===== config.mk =====
export PLATFORM = sky130hd
export DESIGN_NAME = pfd_tdc
export DESIGN_NICKNAME = d
export VERILOG_FILES = /design/src/rtl/pfd_tdc.sv
export SDC_FILE = /design/constraint.sdc
export NUM_CORES = 1
export LEC_CHECK = 0
export BUFFER_PORTS_ARGS = -buffer_cell sky130_fd_sc_hd__buf_4
export CELL_PAD_IN_SITES_DETAIL_PLACEMENT = 0
export CELL_PAD_IN_SITES_GLOBAL_PLACEMENT = 1
export CORE_AREA = 2 2 62 64
export CTS_CLUSTER_SIZE = 24
export DETAILED_ROUTE_END_ITERATION = 16
export DIE_AREA = 0 0 64 66
export PLACE_DENSITY = 0.8
export SLEW_MARGIN = 10
export SYNTH_ARGS = -nofsm -noshare
export SYNTH_HDL_FRONTEND = slang
export SYNTH_SLANG_ARGS = --single-unit

===== constraint.sdc =====
create_clock -name clk_in -period 2.2 [get_ports clk_in]
set_input_delay 0.11 -clock clk_in [delete_from_list [all_inputs] [get_ports clk_in]]
set_output_delay 0.11 -clock clk_in [all_outputs]
set_load 0.02 [all_outputs]

===== src/rtl/pfd_tdc.sv =====
// Phase-frequency detector with a time-to-digital counter.
// Measures the phase difference between two asynchronous clocks (ref, fb)
// in clk_in cycles and reports it as a saturated signed value.
module pfd_tdc #(
  parameter int CNT_W = 8
) (
  input  logic                    clk_in,
  input  logic                    reset,
  input  logic                    ref_in,
  input  logic                    fb_in,
  input  logic                    enable,
  output logic signed [CNT_W-1:0] phase_err,
  output logic                    err_valid,
  output logic                    up,
  output logic                    dn,
  output logic                    slip
);

  typedef enum logic [1:0] {
    IDLE     = 2'd0,
    REF_LEAD = 2'd1,
    FB_LEAD  = 2'd2
  } state_t;

  localparam logic signed [CNT_W-1:0] ZERO    = '0;
  localparam logic signed [CNT_W-1:0] ONE     = {{(CNT_W-1){1'b0}}, 1'b1};
  localparam logic signed [CNT_W-1:0] MAX_POS = {1'b0, {(CNT_W-1){1'b1}}};

  // Counter step that sticks at the positive limit instead of wrapping.
  function automatic logic signed [CNT_W-1:0] sat_inc(input logic signed [CNT_W-1:0] v);
    return (v >= MAX_POS) ? MAX_POS : v + ONE;
  endfunction

  // Negation for the fb-leads case; cnt never exceeds MAX_POS, so the
  // result never reaches the most negative code.
  function automatic logic signed [CNT_W-1:0] sat_neg(input logic signed [CNT_W-1:0] v);
    return (v >= MAX_POS) ? (ZERO - MAX_POS) : (ZERO - v);
  endfunction

  logic   ref_s1_q, ref_s2_q, ref_h_q;
  logic   fb_s1_q,  fb_s2_q,  fb_h_q;
  logic   ref_s1_d, ref_s2_d, ref_h_d;
  logic   fb_s1_d,  fb_s2_d,  fb_h_d;
  logic   ref_rise, fb_rise;

  state_t                  state_q, state_d;
  logic signed [CNT_W-1:0] cnt_q, cnt_d;
  logic signed [CNT_W-1:0] perr_q, perr_d;
  logic                    vld_q, vld_d;
  logic                    slip_q, slip_d;

  // Synchronizer chain and history stage for both input clocks; runs regardless of enable.
  always_comb begin
    ref_s1_d = ref_in;
    ref_s2_d = ref_s1_q;
    ref_h_d  = ref_s2_q;
    fb_s1_d  = fb_in;
    fb_s2_d  = fb_s1_q;
    fb_h_d   = fb_s2_q;
  end

  assign ref_rise = ref_s2_q & ~ref_h_q;
  assign fb_rise  = fb_s2_q  & ~fb_h_q;

  // Synchronizer registers.
  always_ff @(posedge clk_in or negedge reset) begin
    if (!reset) begin
      ref_s1_q <= 1'b0;
      ref_s2_q <= 1'b0;
      ref_h_q  <= 1'b0;
      fb_s1_q  <= 1'b0;
      fb_s2_q  <= 1'b0;
      fb_h_q   <= 1'b0;
    end else begin
      ref_s1_q <= ref_s1_d;
      ref_s2_q <= ref_s2_d;
      ref_h_q  <= ref_h_d;
      fb_s1_q  <= fb_s1_d;
      fb_s2_q  <= fb_s2_d;
      fb_h_q   <= fb_h_d;
    end
  end

  // Measurement FSM: next state, interval counter and result registers.
  always_comb begin
    state_d = state_q;
    cnt_d   = cnt_q;
    perr_d  = perr_q;
    vld_d   = 1'b0;
    slip_d  = 1'b0;
    if (!enable) begin
      state_d = IDLE;
      cnt_d   = ZERO;
    end else begin
      unique case (state_q)
        IDLE: begin
          if (ref_rise && fb_rise) begin
            perr_d = ZERO;
            vld_d  = 1'b1;
          end else if (ref_rise) begin
            state_d = REF_LEAD;
            cnt_d   = ONE;
          end else if (fb_rise) begin
            state_d = FB_LEAD;
            cnt_d   = ONE;
          end
        end
        REF_LEAD: begin
          if (fb_rise && ref_rise) begin
            // Closing edge doubles as the opening edge of the next interval.
            perr_d = cnt_q;
            vld_d  = 1'b1;
            cnt_d  = ONE;
          end else if (fb_rise) begin
            perr_d  = cnt_q;
            vld_d   = 1'b1;
            state_d = IDLE;
            cnt_d   = ZERO;
          end else if (ref_rise) begin
            perr_d = MAX_POS;
            vld_d  = 1'b1;
            slip_d = 1'b1;
            cnt_d  = ONE;
          end else begin
            cnt_d = sat_inc(cnt_q);
          end
        end
        FB_LEAD: begin
          if (ref_rise && fb_rise) begin
            perr_d = sat_neg(cnt_q);
            vld_d  = 1'b1;
            cnt_d  = ONE;
          end else if (ref_rise) begin
            perr_d  = sat_neg(cnt_q);
            vld_d   = 1'b1;
            state_d = IDLE;
            cnt_d   = ZERO;
          end else if (fb_rise) begin
            perr_d = ZERO - MAX_POS;
            vld_d  = 1'b1;
            slip_d = 1'b1;
            cnt_d  = ONE;
          end else begin
            cnt_d = sat_inc(cnt_q);
          end
        end
        default: begin
          state_d = IDLE;
          cnt_d   = ZERO;
        end
      endcase
    end
  end

  // FSM state and registered outputs.
  always_ff @(posedge clk_in or negedge reset) begin
    if (!reset) begin
      state_q <= IDLE;
      cnt_q   <= ZERO;
      perr_q  <= ZERO;
      vld_q   <= 1'b0;
      slip_q  <= 1'b0;
    end else begin
      state_q <= state_d;
      cnt_q   <= cnt_d;
      perr_q  <= perr_d;
      vld_q   <= vld_d;
      slip_q  <= slip_d;
    end
  end

  assign phase_err = perr_q;
  assign err_valid = vld_q;
  assign slip      = slip_q;
  assign up        = (state_q == REF_LEAD);
  assign dn        = (state_q == FB_LEAD);

endmodule


## Yosys cells after proc, flatten, opt, wreduce, memory -nomap -nowiden

Cells that the tools add are included.

| storage, ports and cells | value |
|---|---|
| register bits after elaboration | 26 |
| output and inout port bits | 12 |
| bits of input ports | 5 |

| operators by class | value |
|---|---|
| reductions and logical operators | 6 |
| order comparisons | 1 |
| equal/unequal tests | 11 |
| add/sub/neg operators | 2 |
| multiplexer cells | 45 |
| bitwise operators | 4 |

Operator list:

| kind | count |
|---|---|
| 8-bit 2-to-1 mux | 19 |
| 8-bit one-hot mux with 3 select lines | 2 |
| 2-bit 2-to-1 mux | 8 |
| 1-bit 2-to-1 mux | 13 |
| 3-bit inequality test (second input constant) | 3 |
| 8-bit by 2-bit adder with 8-bit output (second input constant) | 1 |
| 8-bit greater-or-equal comparator (second input constant) | 1 |
| 4-bit by 1-bit inequality test with 1-bit output (second input constant) | 2 |
| 1-bit by 8-bit subtractor with 8-bit output (first input constant) | 1 |
| 3-bit by 2-bit inequality test with 1-bit output (second input constant) | 2 |
| 2-bit one-hot mux with 3 select lines | 1 |
| 6-bit AND reduction | 1 |
| 5-bit AND reduction | 1 |
| 4-bit inequality test (second input constant) | 1 |
| 1-bit one-hot mux with 3 select lines | 1 |
| 3-bit nonzero test | 1 |
| 1-bit bitwise AND | 2 |
| 2-bit by 1-bit equality test with 1-bit output (second input constant) | 1 |
| 2-bit equality test (second input constant) | 1 |
| 2-bit logical NOT | 1 |
| 2-bit inequality test (second input constant) | 1 |
| 1-bit NOT | 2 |
| 1-bit one-hot mux with 2 select lines | 1 |
| 2-bit AND reduction | 1 |
| 1-bit logical AND | 1 |

## Longest topological paths before layout

Gate-level depths: netlist (run 1).

| depth | value |
|---|---|
| depth in word-level cells | 7 |
| depth in mapped cells | 7 |
| depth with buffers taken out | 7 |

## Worst setup path after synthesis (run 1)

OpenSTA, ideal clock, no wires.

| timing | value |
|---|---|
| path kind | register -> register |
| from | reg state_q[0] |
| to | reg cnt_q[7] |
| required time | 2.117 ns |
| library setup time | 0.083 ns |
| setup slack | 0.233 ns |
| cell stages (with the launch flop) | 8 |
| arrival | 1.884 ns |
| cell sequence | dfrtp_1 > inv_1 > ha_1 > or2_2 > nand4_1 > nand2b_1 > or4_1 > o21ai_0 |

| on the way | value |
|---|---|
| word-level cells in the longest chain between the ends | 3 |
| elaborated cells between the ends (all ways) | 8 |

RTL lines:

| what | line | text |
|---|---|---|
| start: declaration | 46 | `state_t state_q, state_d;` |
| start signal: assignment | 164 | `state_q <= state_d;` |
| 2-bit equality test | n/a |  |
| via dn | 15 | `output logic dn,` |
| 8-bit one-hot mux with 3 select lines | 95 | `unique case (state_q)` |
| 8-bit 2-to-1 mux | 91 | `if (!enable) begin` |
| end signal: assignment | 165 | `cnt_q <= cnt_d;` |
| end: declaration | 47 | `logic signed [CNT_W-1:0] cnt_q, cnt_d;` |

The timed path passes the listed nets, and every way through them passes these cells.
A chain may end at the register's enable or synchronous reset.

## Final worst setup path (run 1)

| timing | value |
|---|---|
| from | reg state_q[0] |
| to | reg cnt_q[7] |

| on the way | value |
|---|---|
| word-level cells in the longest chain between the ends | 3 |
| elaborated cells between the ends (all ways) | 8 |

RTL lines:

| what | line |
|---|---|
| 2-bit equality test, or another cell as far along | 95 |
| 8-bit one-hot mux with 3 select lines, or another cell as far along | 95 |
| 8-bit 2-to-1 mux or 2-bit AND reduction (tied branches) | n/a |

Parallel ways exist; a longest one is shown, timed or not.

==> results of run 1 <==
==> final timing paths <==
path                                                  to  depth (start not counted)              startpoint  slack (ns)
worst max-delay path                cnt_q[7]$_DFFE_PN0P_                          7  state_q[0]$_DFFE_PN0P_        0.19
worst min-delay path                      slip$_DFF_PN0_                          3                  enable        0.03
worst max register to register      cnt_q[7]$_DFFE_PN0P_                          7  state_q[0]$_DFFE_PN0P_        0.19
worst min register to register          fb_h_d$_DFF_PN0_                          0       fb_s1_q$_DFF_PN0_        0.37
max in group asynchronous       phase_err[6]$_DFFE_PN0P_                          2                   reset        1.74
min in group asynchronous         state_q[1]$_DFFE_PN0P_                          2                   reset        0.20
==> worst reg2reg max path, delay by kind of cell (launching register included) <==
| kind | cells | cell delay [ns] |
|---|---|---|
| AND/OR/NAND/NOR | 4 | 1.06 |
| flip-flops | 1 | 0.42 |
| adder cells (fa/ha/maj) | 1 | 0.27 |
| buffers and inverters | 1 | 0.10 |
| AO/OA/AOI/OAI | 1 | 0.10 |
==> repair_timing <==
| action | CTS | global route |
|---|---|---|
| gates resized for setup | 0 | 1 |
| hold endpoints to repair | 28 | 0 |
| hold buffers | 3 | 0 |
| endpoints found under the setup margin | 0 | 7 |
==> cell usage in the layout, fill, tap and decap left out, drive strengths merged, types with 5 or more instances in the layout <==
master and count:
ha 6, o21ai 25, dfrtp 26, a21oi 10
nor2 11, buf 22, nand3 5, inv 10
nand2 13, a22o 8
==> per-layer routing <==
layer / vias to the layer above / track usage
met5: - / 0
met4: 0 / 0.0353
met3: 6 / 0.0426
met2: 39 / 0.279
met1: 565 / 0.203
li1: 626 / -
==> cell type report <==
type                       instances  area share
sequential                        26       0.380
multi-input combinational        118       0.428
tap                               48      0.0351
clock buffer                       4      0.0212
timing repair buffer              25       0.114
inverter                          10      0.0219
==> stage by stage <==
step	util	hold WS [ns]	setup WS, ns	cell area (um2)	instances
after floorplan	-	-0.186	0.233	1460	160
after global placement	0.463	0.0369	0.259	1640	224
after detailed placement	0.463	0.0374	0.218	1640	224
after CTS	0.482	0.0231	0.176	1710	231
after global routing	0.482	0.00672	0.0675	1710	231
final	0.482	0.0294	0.193	1710	231
==> flip-flops by register name, summed over array words and instances, names as in the netlist <==
name,count
cnt_q,8
err_valid,1
fb_h_d,1
fb_h_q,1
fb_s1_q,1
phase_err,8
ref_h_d,1
ref_h_q,1
ref_s1_q,1
slip,1
state_q,2
==> power by group through the flow <==
stage,Combinational [mW],Sequential (mW),Clock (mW)
floorplan,0.144,0.536,0
global placement,0.236,0.522,0
detailed placement,0.239,0.523,0
CTS,0.244,0.514,0.249
global route,0.274,0.517,0.276
finish,0.243,0.513,0.245
==> cell families after synthesis <==
group	synth area share
AO/OA/AOI/OAI	0.255
XOR/XNOR	0.0241
adder cells (fa/ha/maj)	0.0516
buffers and inverters	0.0507
flip-flops	0.447
AND/OR/NAND/NOR	0.171
==> flow_results.org, run 1 <==
** Status
- The flow ran to the end, and the final reports show no timing, DRC or antenna violations.

** Timing
- The worst pin sits at a relative slew slack of 0.595.
- Worst Max-Slew Pin Slew :: 0.606 ns
- Final setup violation count :: 0
- Setup total negative slack on the finished layout was measured at 0 ns.
- The number of hold violations in the final report came to 0.
- F_max :: ~0.5 GHz
- Slew Viols, Final :: 0
- Clock skew on the completed layout was measured at 0.0107 ns.
- Ratio of final minimum period to clock period :: 0.912
- Setup repair after global routing left no endpoint under its margin.
- Final min period :: about 2.0 ns

** Drt
- Amount of wire on met2 after detailed routing :: 1490 um
- Using the TritonRoute via totals, the vias-per-cell ratio works out to 5.35.
- Violation count after the first detailed-routing iteration :: 69
- Overall via count from detail_route :: 1236
- Drc violations :: 0
- The highest metal layer carrying signal wires in the routed design is met4.
- Length of the first detailed-routing pass in iterations :: 4
- Post-detailed-routing wire length :: 3170 um
- Detailed-route wire length on metal 1 :: 1490 um
- Summed over all nets, wire length on met3 after detailed routing comes to 155 um.
- DRT antenna net count :: 0
- Average wire per cell in the routed design :: around 14 um

** Power
- Of the total power, the share spent switching nets is 0.298.
- The share of total power dissipated in the clock network is 0.245.
- Overall power consumption after layout is estimated at 1.00 mW.
- Part of the power in combinational logic :: 0.243
- Total power density per cell area :: 585 mW/mm2
- Sequential group share of total power :: 0.512
- Internal Dissipation :: 704 uW
- NetSw :: around 300 uW
- The analysis attributes to cell leakage a power of 0.774 nW.
- Worst vdd ir :: 0.433 mV

** Clock network
- Post CTS Setup Buffer Count :: 0
- Counting along the longest clock path gives a buffer depth of 2.
- The clock net in this run drives a total of 26 sinks.
- Clock latency reported for the late side of the worst-skew pair :: between 0.3 and 0.4 ns
- Clock-pin slew on the worst setup and hold paths :: 0.14 ns
- Clock tree from TritonCTS :: yes
- TritonCTS created 3 clock buffers.
- CTS built an H-tree with a depth of 1.
- The tree is rooted in a sky130_fd_sc_hd__clkbuf_4.

** Layout
- Across the whole layout, storage elements account for around 650 um2.
- 0 antenna diodes ended up in the layout.
- Filler cell count :: 336
- Layout Nets :: 195
- Compared with the post-synthesis result, the final layout area differs by 17.7%.
- Summing all multi-input logic gate instances after layout gives 733 um2.
- In the final layout, the share of cells above drive strength 1 is 0.169.

** Logic synthesis
- Number of synthesized flops with an enable pin :: 0
- Most used flip-flop cell after synthesis :: sky130_fd_sc_hd__dfrtp_1
- Post-synthesis cell type with the largest combined area :: sky130_fd_sc_hd__dfrtp_1
- The synthesized design contains 26 register bits.
- Counting flops with an async set or reset pin after synthesis yields a share of 1.00.
- Synthesis handed over a netlist of between 150 and 200 instances.
- Distinct cell type count of the synthesized netlist :: 36
- Among all cell types in the netlist, the one instantiated most often is sky130_fd_sc_hd__dfrtp_1.
- Area contributors post-synth :: sky130_fd_sc_hd__dfrtp_1, sky130_fd_sc_hd__o21ai_0, sky130_fd_sc_hd__ha_1
- Counting every net in the synthesized netlist gives 171.
- Synthesized area per cell :: 9.09 um2
- Synth top area share :: 0.447
- For this run, the number of Yosys warnings is 0.
- The synthesized netlist occupies a cell area of 0.00146 mm2.
- The commonest cells after synthesis are sky130_fd_sc_hd__dfrtp_1, sky130_fd_sc_hd__o21ai_0, sky130_fd_sc_hd__nand2_1, sky130_fd_sc_hd__nor2_1.
- Sequential share of the synthesized area :: 0.447

** Worst setup path
- The number of buffers and inverters on the critical path is 1.
- For this run, the slowest stage of the critical path takes 0.50 ns.
- Slowest stage cell on the critical path :: sky130_fd_sc_hd__or4_1
- CP Launch Type :: flip-flop
- Along the worst path, the maximum fanout reaches 7.
- Family of cells with the greatest summed delay on the critical path :: simple AND/OR/NAND/NOR gates
- The worst setup path is captured at a flip-flop.
- The critical path goes through inv_1, ha_1, nand2_1, nand4_1, nand2b_1, or4_1, o21ai_0.
- The setup path with the least slack is of type flip-flop to flip-flop.
- Endpoint required time on the critical path :: 2.46 ns
- Crit path DAT :: 2.26 ns

** Floorplan
- Core region area :: 0.00355 mm2
- Pin placement for this block handled 17 I/O pins.
- Effective utilization at floorplan :: 0.410
- From bottom edge to top edge, the die measures 66 um.
- The die covers between 0.004 and 0.005 mm2.
- Number of rows created at floorplan :: 22
- Horizontal extent of the die :: ~64 um

** Worst hold path
- The path class of the tightest hold or removal check is primary input to flip-flop.

** Global route
- The number of antenna violations at the first check in global routing is 0.
- GR Util All Layers :: 0.162
- Entering global routing, the biggest net connects 27 pins.
- GR Overflow Total :: 0
- The number of global-route vias before repair was around 1200.
- First-pass GRT wire length :: 5380 um

** Place
- Estimated wirelength of the detail-placed design :: 2370 um
- Count of input and output buffers :: 16
- Last weighted congestion value of the routability-driven placer :: 0.901

** Flow run
- Across the run, the number of max-cap violations was 0.
Note: power is estimated with default switching activity, not from simulation.
==> inputs of run 2 (changes only) <==
Settings changed: REMOVE_ABC_BUFFERS set to 1.
==> run 2 against run 1 <==
- combinational power rose by 2%
- largest cell class unchanged
- largest power group unchanged
- hold slack better by 0.011 ns
- sequential cell count is the same
==> flow_results.org, run 2 (synthesized netlist as in run 1, its figures left out) <==
** Power
- In this run the power density over the cells is 566 mW/mm2.
- Worst vdd ir :: about 0.18 mV
- Total design power :: 959 uW
- LEAKAGE :: 0.759 nW

** Drt
- Drc violations :: 0
- The count of nets left with antenna violations once routing finished came out at 0.
- Length of the first detailed-routing pass in iterations :: 4
- Summed over all layers, the routed wires come to 3260 um.
- Amount of wire on met2 after detailed routing :: approximately 1600 um
- Overall via count from detail_route :: about 1300
- Violation count after the first detailed-routing iteration :: 84
- Via count normalized by instance count :: 5.55
- After detailed routing, the average wire length per cell comes to between 10 and 15 um.
- After detailed routing, no signal wire sits above met4.
- After detailed routing, the wire length on met1 is 1460 um.
- Metal3 WL :: 167 um

** Worst setup path
- Critical Path, Cell by Cell :: inv_1, ha_1, nand2_1, nand4_1, nand2b_1, or4_1, o21ai_0
- Worst Setup Path Type :: flip-flop to flip-flop
- Delay of the slowest cell on the worst path :: 0.52 ns
- The worst setup path is launched from a flip-flop.
- Slowest stage cell on the critical path :: sky130_fd_sc_hd__or4_1
- In this run the worst path has a maximum fanout of 7.
- Family of cells with the greatest summed delay on the critical path :: simple AND/OR/NAND/NOR gates
- Endpoint required time on the critical path :: 2.45 ns
- CP bufs+invs :: 1
- Timing startpoint of the critical path :: state_q[0]$_DFFE_PN0P_
- STA puts the critical path data arrival time at ~2.3 ns.
- The startpoint identified for the worst register-to-register timing path is state_q[0]$_DFFE_PN0P_.
- The worst setup path is captured at a flip-flop.

** Layout
- In the final layout, the share of cells above drive strength 1 is 0.166.
- Most used cells in the layout excluding fill and tap cells :: sky130_fd_sc_hd__dfrtp_1, sky130_fd_sc_hd__o21ai_0, sky130_fd_sc_hd__buf_4
- The number of antenna diodes in the final layout is 0.
- For this run, the share of the core covered by cells in the final layout is 0.477.
- Layout Nets :: 194
- Leading cell type in the layout, fill and taps excluded :: sky130_fd_sc_hd__dfrtp_1
- The count of cells in the finished layout, fillers not included, comes to 229.
- From synthesis to final layout, the design area changed by 16.3%.
- With fillers left out, the area of the finished cells amounts to 0.00169 mm2.

** Global route
- First-pass GRT wire length :: 5530 um
- Vias in the first global route :: 1192
- GR Util All Layers :: 0.169
- The number of antenna violations at the first check in global routing is 0.
- GR Overflow Total :: 0
- Pin count of the biggest net entering global routing :: 27

** Timing
- The number of hold violations in the final report came to 0.
- F_max :: roughly 0.50 GHz
- Final min period :: roughly 2.0 ns
- Worst Max-Slew Pin Slew :: between 0.6 and 0.7 ns
- Setup violations remaining at the end of the flow were counted as 0.
- Setup repair after global routing left no endpoint under its margin.
- Final sum of negative setup slack :: 0 ns
- Worst Hold Slack :: 0.0400 ns
- Final WS setup :: 0.187 ns
- Of the available clock period, the critical path in the final layout requires 0.915.
- Final Skew :: 0.00119 ns
- The final count of pins violating max slew is 0.
- Rel. slew slack :: 0.570

** Floorplan
- The die covers 0.00422 mm2.
- I/O pin cnt :: 17
- The initial utilization of the core area, before any placement, comes to 0.410.
- Horizontal extent of the die :: 64 um
- Core region area :: around 0.0036 mm2
- From bottom edge to top edge, the die measures 66 um.
- Number of rows created at floorplan :: 22

** Place
- Estimated wirelength of the detail-placed design :: 2410 um
- Routability-driven placement finished with a final weighted congestion of 0.928.
- In this run, placement finished with an instance count of 223.
- Buffers placed on the I/O ports in this run total 16.
- DP Area :: 0.00164 mm2
- Setup slack after placement :: 0.163 ns

** Clock network
- The clock reaches the later pin of the worst-skew pair after 0.31 ns.
- Clock-pin slew was measured on the worst setup and hold paths at 0.13 ns.
- TritonCTS built the clock tree.
- Buffers inserted during clock tree synthesis total 3.
- The clock passes through at most 2 buffers.
- The clock net in this run drives a total of 26 sinks.
- In this run the number of H-tree levels came out at 1.
- Clk Tree Root Cell :: sky130_fd_sc_hd__clkbuf_4

** Worst hold path
- Path class of the lowest-slack min-delay path :: primary input to flip-flop
- The startpoint identified for the worst hold timing path is enable.

** Status
- The run finished with clean final reports.

** Flow run
- The tool flagged a number of max-cap violations equal to 0.
-- run 2: cell types whose count changed in the layout (fill, tap and decap cells not counted) --
cell,before,now
sky130_fd_sc_hd__buf_4,22,21
sky130_fd_sc_hd__clkbuf_8,1,0
sky130_fd_sc_hd__dfrtp_1,26,25
sky130_fd_sc_hd__dfrtp_2,0,1
-- run 2: where the power goes --
| group | switching, mW | internal [mW] |
|---|---|---|
| Combinational | 0.145 | 0.103 |
| Clock | 0.133 | 0.0641 |
| Sequential | 0.0136 | 0.500 |
| Total | 0.292 | 0.667 |
-- run 2: worst paths after layout --
check	endpoint	cells after the start	slack, ns
setup / recovery	cnt_q[7]$_DFFE_PN0P_	7	0.19
hold / removal	slip$_DFF_PN0_	3	0.04
setup reg to reg	cnt_q[7]$_DFFE_PN0P_	7	0.19
hold reg to reg	ref_h_d$_DFF_PN0_	0	0.37
max in group asynchronous	cnt_q[1]$_DFFE_PN0P_	2	1.72
min in group asynchronous	phase_err[6]$_DFFE_PN0P_	2	0.21
-- run 2: area by class of cell --
class                   count  area (um2)
repair buffers             24         188
well taps                  48        60.1
inverters                  10        37.5
clock buffers               3        22.5
flip-flops and latches     26         652
fillers                   344        1860
multi-input cells         118         733
-- run 2: repair_timing --
item	in CTS	in global routing
hold buffers	3	0
setup buffers	0	0
hold endpoints to repair	28	0
resized for setup	0	2
endpoints found under the setup margin	0	3
-- run 2: routing by layer --
layer  GRT usage  up-vias
met5           0        -
met4      0.0734        0
met3      0.0273        6
met2       0.289       45
met1       0.212      597
li1            -      622
-- run 2: worst min-delay path, stage by stage --
cell and delay [ns]:
sky130_fd_sc_hd__buf_4 0.13, sky130_fd_sc_hd__nand2_1 0.06, sky130_fd_sc_hd__nor2_1 0.04
